[config.mk]
export PLATFORM = sky130hd
export DESIGN_NAME = digest_reader
export DESIGN_NICKNAME = d
export VERILOG_FILES = /design/src/rtl/md5_pkg.sv /design/src/rtl/rise_detect.sv /design/src/rtl/digest_reader.sv
export SDC_FILE = /design/constraint.sdc
export NUM_CORES = 1
export LEC_CHECK = 0
export ABC_AREA = 0
export CAP_MARGIN = 20
export CORE_MARGIN = 3
export CORE_UTILIZATION = 58
export CTS_CLUSTER_DIAMETER = 100
export DETAILED_ROUTE_END_ITERATION = 8
export DONT_BUFFER_PORTS = 1
export PLACE_DENSITY = 0.74
export SETUP_SLACK_MARGIN = 0.2
export SLEW_MARGIN = 0
export SYNTH_ARGS = -nofsm -noshare
export SYNTH_HDL_FRONTEND = slang
export SYNTH_HIERARCHICAL = 1
export SYNTH_SLANG_ARGS = --single-unit
[constraint.sdc]
create_clock -name clk -period 3.7 [get_ports clk]
set_input_delay 0.37 -clock clk [delete_from_list [all_inputs] [get_ports clk]]
set_output_delay 0.37 -clock clk [all_outputs]
set_load 0.1 [all_outputs]
[src/rtl/md5_pkg.sv]
// Shared types and constants for the MD5 digest readout path.
package md5_pkg;

  localparam int unsigned DIGEST_W = 128;
  localparam int unsigned BYTE_W   = 8;
  localparam int unsigned NBYTES   = DIGEST_W / BYTE_W;

  typedef enum logic [1:0] {
    IDLE,
    MANUAL,
    SCROLL
  } state_t;

  typedef logic [$clog2(NBYTES)-1:0] idx_t;

endpackage

[src/rtl/rise_detect.sv]
// One-bit rising-edge detector for a debounced button level.
module rise_detect (
  input  logic clk,
  input  logic rst,
  input  logic level,
  output logic rise
);

  logic prev;

  // Remember the level sampled at the previous clock edge.
  always_ff @(posedge clk or negedge rst) begin
    if (!rst) prev <= 1'b0;
    else      prev <= level;
  end

  assign rise = level & ~prev;

endmodule

[src/rtl/digest_reader.sv]
// Latches a digest and presents it one chunk at a time, either browsed
// with the shift buttons or scrolled automatically with a fixed dwell.
module digest_reader
  import md5_pkg::*;
#(
  parameter int unsigned WIDTH_IN    = 128,
  parameter int unsigned WIDTH_OUT   = 8,
  parameter int unsigned HOLD_CYCLES = 50000000
) (
  input  logic                                  clk,
  input  logic                                  rst,
  input  logic [WIDTH_IN-1:0]                   digest_in,
  input  logic                                  digest_valid,
  input  logic                                  left_shift,
  input  logic                                  right_shift,
  input  logic                                  auto_mode,
  output logic [WIDTH_OUT-1:0]                  d_out,
  output logic [$clog2(WIDTH_IN/WIDTH_OUT)-1:0] idx,
  output logic                                  loaded,
  output logic                                  pass_done
);

  localparam int unsigned NBYTES = WIDTH_IN / WIDTH_OUT;
  localparam int unsigned IDX_W  = $clog2(NBYTES);
  localparam int unsigned CNT_W  = $clog2(HOLD_CYCLES);
  localparam logic [IDX_W-1:0] IDX_LAST = IDX_W'(NBYTES - 1);
  localparam logic [CNT_W-1:0] CNT_LAST = CNT_W'(HOLD_CYCLES - 1);

  state_t              state;
  logic [WIDTH_IN-1:0] buffer;
  logic [CNT_W-1:0]    cnt;
  logic                left_rise;
  logic                right_rise;
  logic [IDX_W-1:0]    idx_nxt;
  logic [WIDTH_IN-1:0] buf_nxt;
  logic                wrap;

  rise_detect u_left (
    .clk   (clk),
    .rst   (rst),
    .level (left_shift),
    .rise  (left_rise)
  );

  rise_detect u_right (
    .clk   (clk),
    .rst   (rst),
    .level (right_shift),
    .rise  (right_rise)
  );

  // Next index and buffer contents; d_out is selected from these so it
  // changes on the same edge as idx instead of one cycle later.
  always_comb begin
    idx_nxt = idx;
    buf_nxt = buffer;
    wrap    = 1'b0;
    if (digest_valid) begin
      buf_nxt = digest_in;
      idx_nxt = '0;
    end else begin
      case (state)
        MANUAL: begin
          if (left_rise && !right_rise) begin
            if (idx != IDX_LAST) idx_nxt = idx + IDX_W'(1);
          end else if (right_rise && !left_rise) begin
            if (idx != '0) idx_nxt = idx - IDX_W'(1);
          end
        end
        SCROLL: begin
          if (auto_mode && cnt == CNT_LAST) begin
            if (idx == IDX_LAST) begin
              idx_nxt = '0;
              wrap    = 1'b1;
            end else begin
              idx_nxt = idx + IDX_W'(1);
            end
          end
        end
        default: ;
      endcase
    end
  end

  // Mode FSM, dwell counter and registered display outputs.
  always_ff @(posedge clk or negedge rst) begin
    if (!rst) begin
      state     <= IDLE;
      buffer    <= '0;
      cnt       <= '0;
      idx       <= '0;
      d_out     <= '0;
      loaded    <= 1'b0;
      pass_done <= 1'b0;
    end else begin
      buffer    <= buf_nxt;
      idx       <= idx_nxt;
      d_out     <= buf_nxt[idx_nxt*WIDTH_OUT +: WIDTH_OUT];
      pass_done <= wrap;
      if (digest_valid) begin
        loaded <= 1'b1;
        cnt    <= '0;
        state  <= auto_mode ? SCROLL : MANUAL;
      end else begin
        case (state)
          MANUAL: begin
            cnt <= '0;
            if (auto_mode) state <= SCROLL;
          end
          SCROLL: begin
            if (!auto_mode) begin
              state <= MANUAL;
              cnt   <= '0;
            end else if (cnt == CNT_LAST) begin
              cnt <= '0;
            end else begin
              cnt <= cnt + CNT_W'(1);
            end
          end
          default: cnt <= '0;
        endcase
      end
    end
  end

endmodule

Yosys cells after proc, flatten, opt, wreduce, memory -nomap -nowiden
Cells that the tools add are included.
{ "word_totals": {"reg_bits": 172, "inputBits": 134, "output_inout_bits": 14, "word_cells": 54} }
{ "classes": {"addsub": 3, "eq_ne": 7, "n_shift": 1, "muxes": 22, "bitwise": 4, "n_reduce_logical": 8} }
{ "op_table": {"columns": ["op", "count"], "rows": [
  ["$mux W128", 1],
  ["$shiftx A128 B8 Y8", 1],
  ["$mux W26", 4],
  ["$mux W4", 7],
  ["$add A26 B1 Y26 const B", 1],
  ["$eq A26 B26 Y1 const B", 1],
  ["$mux W2", 4],
  ["$pmux W4 S2", 1],
  ["$ne A3 B3 Y1 const B", 2],
  ["$add A4 B1 Y4 const B", 1],
  ["$eq A4 B4 Y1 const B", 1],
  ["$mux W1", 4],
  ["$ne A4 B4 Y1 const B", 1],
  ["$pmux W2 S2", 1],
  ["$reduce_bool A4 Y1", 1],
  ["$sub A4 B1 Y4 const B", 1],
  ["$logic_and A1 B1 Y1", 3],
  ["$reduce_and A3 Y1", 1],
  ["$reduce_bool A3 Y1", 1],
  ["$and A1 B1 Y1", 2],
  ["$eq A2 B1 Y1 const B", 1],
  ["$eq A2 B2 Y1 const B", 1],
  ["$logic_not A1 Y1", 2],
  ["$not A1 Y1", 2]
]} }

Depth between registers and ports, before layout
Gate-level depths: netlist (run 1).
{ "logic_depth": {"word_depth": 9, "ltp_mapped": 15} }

Hierarchy
Netlist (run 1), hierarchy kept.
{ "by_module_without_submodules": {"columns": ["module", "instances", "cells_per_inst", "area_per_inst_um2"], "rows": [
  ["digest_reader", 1, 635, 8190.4],
  ["rise_detect", 2, 2, 38.8]
]} }

Least setup slack after synthesis (run 1)
Ideal clock, no wire load.
{ "synth_timing": {"kind": "reg-to-reg", "start": "register idx[1]", "end": "register d_out[0]", "setup_time_ns": 0.120, "arrival_time_ns": 3.243, "required_time_ns": 3.580, "slack_ns": 0.337, "stages_incl_launch_ff": 16, "n_path_buf": 3, "period_less_slack_ns": 3.363, "path_cell_list": "dfrtp_1 > ha_1 > and3_1 > inv_2 > ha_1 > nand3b_1 > o311a_1 > nor2_1 > o22ai_2 > buf_6 > buf_12 > buf_6 > mux2i_1 > mux2i_1 > o22ai_1 > nor2_1"} }
{ "synth_between": {"elab_chain_cells": 7, "word_cells_on_any_way": 14} }
{ "synth_lines": {"columns": ["element", "line_no", "rtl"], "rows": [
  ["start, declared", "digest_reader.sv:18", "output logic [$clog2(WIDTH_IN/WIDTH_OUT)-1:0] idx,"],
  ["start signal, assigned", "digest_reader.sv:97", "idx <= idx_nxt;"],
  ["$sub A4 B1 Y4 or $reduce_bool A4 Y1 (tied branches)", "digest_reader.sv:67", "if (idx != '0) idx_nxt = idx - IDX_W'(1);"],
  ["$mux W4", "digest_reader.sv:67", null],
  ["$mux W4", "digest_reader.sv:66", "end else if (right_rise && !left_rise) begin"],
  ["$mux W4", "digest_reader.sv:64", "if (left_rise && !right_rise) begin"],
  ["$pmux W4 S2 *", "digest_reader.sv:62", "case (state)"],
  ["$mux W4 *", "digest_reader.sv:58", "if (digest_valid) begin"],
  ["$shiftx A128 B8 Y8 *", "digest_reader.sv:98", "d_out <= buf_nxt[idx_nxt*WIDTH_OUT +: WIDTH_OUT];"],
  ["end signal, assigned", "digest_reader.sv:98", null],
  ["end, declared", "digest_reader.sv:17", "output logic [WIDTH_OUT-1:0] d_out,"]
]} }
Mark *: on every way between the ends. The rest lies on a longest branch, timed or not.
A chain may end at the register's enable or synchronous reset.

Worst setup path after layout (run 1)
{ "layout_timing": {"start": "register u_right.prev", "end": "register d_out[7]"} }
{ "layout_between": {"elab_chain_cells": 8, "word_cells_on_any_way": 10} }
{ "layout_lines": {"columns": ["element", "line_no", "rtl"], "rows": [
  ["start, declared", "rise_detect.sv:9", "logic prev;"],
  ["start signal, assigned", "rise_detect.sv:14", "else prev <= level;"],
  ["$not A1 Y1 *", "rise_detect.sv:17", "assign rise = level & ~prev;"],
  ["$and A1 B1 Y1 *", "rise_detect.sv:17", null],
  ["net right_rise", "digest_reader.sv:33", "logic right_rise;"],
  ["$logic_and A1 B1 Y1 or $logic_not A1 Y1 (tied branches)", "digest_reader.sv:66, digest_reader.sv:64", null],
  ["$mux W4 or $logic_and A1 B1 Y1 (tied branches)", "digest_reader.sv:66, digest_reader.sv:64", null],
  ["$mux W4 *", "digest_reader.sv:64", null],
  ["$pmux W4 S2 *", "digest_reader.sv:62", null],
  ["$mux W4 *", "digest_reader.sv:58", null],
  ["net idx_nxt[2]", "digest_reader.sv:34", "logic [IDX_W-1:0] idx_nxt;"],
  ["$shiftx A128 B8 Y8 *", "digest_reader.sv:98", null]
]} }
Mark *: on every way through the listed nets, which the timed path passes. The rest lies on a longest branch.

==> results.py, run 1 <==
metrics = {
    "synthesis": {
        "syn_nets": 779,
        "synth_edf_count": 0,
        "synth_common_cells": "172 x dfrtp_1, 142 x mux2_2, 80 x mux2i_1, 36 x nor2_1, 21 x nand2_1",
        "ys_types": 58,
        "ys_async_sr_fraction_pct": 100,
        "syn_area_per_cell_um2": 12.9,
        "ys_warn_count": 6,
        "synth-seq-cells": 172,
        "yosysMostFrequentCell": "dfrtp_1",
        "synthCells": 639,
        "syn_area_um2": 8270,
        "synth.area.top_cells": "dfrtp_1 52%, mux2_2 19%, mux2i_1 9.7%",
        "yosysTopAreaCell": "dfrtp_1",
        "synth.top_cell.area_share_pct": 52.1,
        "synthFlopType": "dfrtp_1",
        "synth-seq-area-share_pct": 52.1,
    },
    "layout": {
        "drive_gt1_share_pct": 29.3,
        "postLayoutCellArea_um2": 9010,
        "areaGrowthSynthToFinish_pct": 9.00,
        "fillers": 998,
        "nets": 778,
        "regArea_um2": 4300,
        "multiInputGateArea_um2": 3720,
    },
    "clocking": {
        "clock-sinks": 172,
        "cts_setup_buffers": 0,
        "path_clk_slew_ps": 60,
        "ctsLongestPathBuffers": 2,
        "clkLatencyLatePin_ps": 420,
        "cts_hold_buf": 2,
        "cts_tree": "built",
        "numCtsBuffers": 17,
        "htree_levels": 4,
        "root_buffer": "clkbuf_16",
    },
    "drt": {
        "ant_nets": 0,
        "viasPerCell": 6.06,
        "drt_wl_total_um": 17800,
        "drt_first_pass_iters": 5,
        "drc_errors": 0,
        "initialDrtViolationCount": 362,
        "avgRoutedWirePerCell_um": 21.5,
        "dr_total_vias": 5027,
    },
    "sta": {
        "whs_ps": -359,
        "rsz0062_at_grt": "no",
        "drv_slew": 0,
        "max_freq_mhz": 313,
        "hold_viol": 172,
        "period_needed_ps": 3190,
        "finClkSkew_ps": 5.27,
        "tns_ps": 0,
        "min_period_over_period_pct": 86.3,
        "worst-slew-pin-transition_ps": 1000,
        "slew_headroom_pct": 33.1,
        "finalSetupViolCount": 0,
    },
    "setup_path": {
        "r2r-end": "d_out[7]",
        "r2r_cells": 10,
        "cp.required_ps": 4000,
        "crit_path_end_kind": "flip-flop",
        "critPathSlowestCell": "or4b_1",
        "critical_path.cell_chain": "nor2b_4, nand2b_1, or4b_1, a221oi_1, a2111oi_0, or3_1, inv_2, nand2_1, o22ai_1, nor2_1",
        "crit_buf_inv": 1,
        "max_stage_delay_ps": 520,
        "critical_path.top_delay_family": "simple AND/OR/NAND/NOR gates",
        "r2r-start": "u_right/prev",
        "regToRegSetupSlack_ps": 510,
        "crit_path_start_kind": "flip-flop",
        "critPathKind": "flip-flop to flip-flop",
        "cp-startpoint": "u_right/prev",
        "crit_fanout": 8,
        "cp_data_arrival_time_ps": 3490,
        "cp.depth": 10,
        "crit_path_end": "d_out[7]",
    },
    "global_route": {
        "first_global_vias": 5495,
        "grt_max_degree": 173,
        "use_met1_pct": 30.2,
        "use_met2_pct": 37.9,
        "grt-busiest-layer": "met2",
        "antenna_found_initial": 4,
        "grtUsageMet3_pct": 7.25,
        "grt_usage_pct": 23.5,
        "grt_overflow": 0,
        "grt_pass1_wl_um": 29400,
    },
    "die": {
        "num_rows": 42,
        "io_pins": 148,
        "die_h_um": 125,
        "die_w_um": 125,
        "die_area_um2": 15700,
        "start_util_pct": 60.7,
        "core_area_um2": 13600,
    },
    "pwr": {
        "power_switching_w": 0.00161,
        "p_int_w": 0.00360,
        "p_leak_nw": 3.54,
        "total_power_w": 0.00521,
        "switching_share_pct": 31.0,
        "peakVddDrop_uv": 298,
        "power_frac_comb_pct": 16.6,
        "power_density_nw_per_um2": 578,
        "pwr-share-clk_pct": 35.1,
        "seqPwrFrac_pct": 48.3,
    },
    "place": {
        "dp_hpwl_um": 12300,
        "placed_area_um2": 8380,
        "routabilityCongestion": 0.794,
        "portBuffers": 0,
    },
    "worst_hold_path": {
        "hold_path_class": "primary input to async pin",
    },
    "run_status": {
        "status": "complete, but fails checks",
        "violations": "negative hold slack",
    },
    "job": {
        "max_cap_violations": 0,
    },
}
## layout make-up
class                   instances  area share, %
multi-input cells             424           41.3
flip-flops and latches        172           47.8
inverters                      14          0.583
diodes                          3         0.0833
clock inverters                 6           1.19
well taps                     176           2.44
repair buffers                  9           1.08
clock buffers                  26           5.54
## worst min path at each step
stage / start / end / slack (ps) / cells past startpoint
2_1_floorplan: rst / buffer[0] / 70 / 0
3_3_place_gp: rst / u_right/prev / 80 / 0
3_5_place_dp: rst / u_right/prev / 80 / 0
4_1_cts: rst / u_right/prev / -380 / 0
5_1_grt: rst / pass_done / -380 / 0
6_report: rst / u_right/prev / -360 / 0
## repair_timing
action / CTS / global route
gates resized for setup: 0 / 1
hold endpoints to repair: 174 / 172
endpoints found under the setup margin: 0 / 1
## state kept, by name, indices dropped and copies added (netlist names)
name,flops
buffer,128
cnt,26
d_out,8
idx,4
state,2
loaded,1
pass_done,1
u_left/prev,1
u_right/prev,1
## layout by cell type (no fill, tap or decap), types with 11 or more instances in the layout
master	instances
nand3_1	12
nand2_1	21
mux2_2	142
inv_1	11
mux2i_1	80
clkbuf_16	17
xor2_1	14
dfrtp_1	172
nor2_1	35
o21ai_0	11
## power by group through the flow
stage                     logic, W  clock network [W]  registers (W)
after floorplan           0.000673                  0        0.00256
after global placement    0.000844                  0        0.00254
after detailed placement  0.000864                  0        0.00255
after CTS                 0.000871            0.00187        0.00252
after global routing      0.000953            0.00195        0.00254
final                     0.000865            0.00183        0.00252
## kinds of logic after synthesis
kind of cell	share of synthesized area [%]
adder cells (fa/ha/maj)	0.908
AND/OR/NAND/NOR	7.40
XOR/XNOR	1.91
AO/OA/AOI/OAI	5.40
multiplexers	29.3
flip-flops	52.1
buffers and inverters	3.03
## layer usage
metal  up-vias  part of all wire (%)
met1      2504                    42
met4         4                   2.7
met3        45                   6.7
met5         -                 0.079
met2       167                    48
li1       2307                     -
## stage by stage
step | worst slack, ps | cells | utilization [%] | hold WS [ps]
floorplan | 337 | 639 | - | 74.4
global placement | 457 | 793 | 61.5 | 83.9
detailed placement | 376 | 793 | 61.5 | 80.1
CTS | 369 | 827 | 66.1 | -381
global route | 287 | 829 | 66.2 | -377
finish | 508 | 830 | 66.2 | -359
Note: power is estimated with default switching activity, not from simulation.
==> inputs of run 2 (changes only) <==
--- a/config.mk
+++ b/config.mk
@@ -7,7 +7,6 @@
 export LEC_CHECK = 0
 export ABC_AREA = 0
 export CAP_MARGIN = 20
-export CORE_MARGIN = 3
 export CORE_UTILIZATION = 58
 export CTS_CLUSTER_DIAMETER = 100
 export DETAILED_ROUTE_END_ITERATION = 8
==> constraint.sdc (replaced) <==
create_clock -name clk -period 4.1 [get_ports clk]
set_input_delay 0.41 -clock clk [delete_from_list [all_inputs] [get_ports clk]]
set_output_delay 0.41 -clock clk [all_outputs]
set_load 0.1 [all_outputs]
==> results.py, run 2 (synthesized netlist as in run 1, its figures left out) <==
metrics = {
    "run_status": {
        "status": "complete, but fails checks",
        "violations": "negative hold slack",
    },
    "place": {
        "placed_area_um2": 8370,
        "portBuffers": 0,
        "dp_hpwl_um": 11900,
        "placedCellCount": 797,
        "routabilityCongestion": 0.892,
    },
    "clocking": {
        "cts_setup_buffers": 0,
        "clkLatencyLatePin_ps": 420,
        "cts_tree": "built",
        "ctsLongestPathBuffers": 2,
        "numCtsBuffers": 17,
        "post_cts_resize_count": 0,
        "root_buffer": "clkbuf_16",
        "path_clk_slew_ps": 60,
        "htree_levels": 4,
        "clock-sinks": 172,
    },
    "layout": {
        "fillers": 1047,
        "nets": 778,
        "layout_commonest_cell": "dfrtp_1",
        "fin_util_pct": 64.5,
        "areaGrowthSynthToFinish_pct": 8.29,
        "drive_gt1_share_pct": 29.2,
        "postLayoutCellArea_um2": 8950,
        "largest_reg_flops": 128,
        "antenna_cells": 0,
        "top_register": "buffer",
        "top_regs": "buffer (128), cnt (26), d_out (8)",
        "mostFrequentLayoutCells": "172 x dfrtp_1, 142 x mux2_2, 80 x mux2i_1",
        "fin_cells": 828,
    },
    "drt": {
        "initialDrtViolationCount": 461,
        "drc_errors": 0,
        "viasPerCell": 6.04,
        "drt_wl_total_um": 17600,
        "ant_nets": 0,
        "drt_first_pass_iters": 5,
        "dr_total_vias": 5001,
        "avgRoutedWirePerCell_um": 21.3,
    },
    "sta": {
        "slew_headroom_pct": 35.8,
        "hold_viol": 172,
        "drv_slew": 0,
        "min_period_over_period_pct": 86.9,
        "tns_ps": 0,
        "finClkSkew_ps": 4.97,
        "rsz0062_at_grt": "no",
        "max_freq_mhz": 281,
        "whs_ps": -315,
        "finalSetupViolCount": 0,
        "period_needed_ps": 3560,
        "worst-slew-pin-transition_ps": 964,
    },
    "pwr": {
        "peakVddDrop_uv": 327,
        "p_leak_nw": 3.52,
        "power_density_nw_per_um2": 516,
    },
    "setup_path": {
        "crit_path_start_kind": "flip-flop",
        "critPathKind": "flip-flop to flip-flop",
        "cp.required_ps": 4390,
        "crit_fanout": 8,
        "crit_path_end_kind": "flip-flop",
        "cp_data_arrival_time_ps": 3860,
    },
    "worst_hold_path": {
        "hold_path_class": "primary input to async pin",
    },
    "die": {
        "die_area_um2": 14700,
        "num_rows": 43,
        "die_w_um": 121,
        "io_pins": 148,
        "die_h_um": 121,
        "start_util_pct": 59.6,
        "core_area_um2": 13900,
    },
    "global_route": {
        "grt_overflow": 0,
        "first_global_vias": 5288,
        "antenna_found_initial": 3,
        "grt_max_degree": 173,
        "grt_pass1_wl_um": 27800,
        "grt_usage_pct": 25.2,
    },
    "job": {
        "max_cap_violations": 0,
    },
}
-- run 2: final cells by class --
type | instances | area, um^2 | share of cell area (%)
Sequential cell | 172 | 4300 | 48.1
Multi-Input combinational cell | 424 | 3720 | 41.6
Clock buffer | 23 | 478 | 5.34
Tap cell | 180 | 225 | 2.52
Clock inverter | 6 | 87.6 | 0.978
Timing Repair Buffer | 9 | 85.1 | 0.950
Inverter | 14 | 52.6 | 0.587
-- run 2: final timing paths --
kind                              startpoint   endpoint  slack, ps  depth (start not counted)
worst max register to register        idx[1]   d_out[0]        540                         10
worst max-delay path                  idx[1]   d_out[0]        540                         10
worst min register to register        cnt[0]     cnt[0]        490                          1
max in group asynchronous                rst  pass_done       4120                          0
worst min-delay path                     rst   state[0]       -310                          0
min in group clk                digest_valid   state[1]        140                          1
-- run 2: metrics by stage --
stage	hold slack (ps)	setup slack (ps)	total power, W
2_1_floorplan	114	737	0.00291
3_3_place_gp	121	830	0.00305
3_5_place_dp	122	633	0.00309
4_1_cts	-327	609	0.00465
5_1_grt	-333	378	0.00480
6_report	-315	538	0.00462
-- run 2: layer usage --
| metal | GRT usage [%] | vias up | part of all wire (%) | wire length (um) |
|---|---|---|---|---|
| met5 | 0 | - | 0.12 | 21 |
| met4 | 9.41 | 4 | 2.1 | 377 |
| met3 | 8.13 | 34 | 7.2 | 1260 |
| met1 | 33.3 | 2496 | 43 | 7540 |
| li1 | - | 2301 | - | - |
| met2 | 38.6 | 166 | 48 | 8390 |
-- run 2: power by group --
group          internal [W]  switching (W)
logic              0.000352       0.000437
registers           0.00187       0.000399
clock network      0.000937       0.000628
-- run 2: critical path: stages, from the launching register on --
cell and delay [ps]:
dfrtp_1 380, buf_4 250, inv_1 120, ha_1 210, or4b_1 450, a221oi_1 450, a2111oi_0 130, or3_1 440
nor2_1 640, a22o_1 300, nor2_1 60
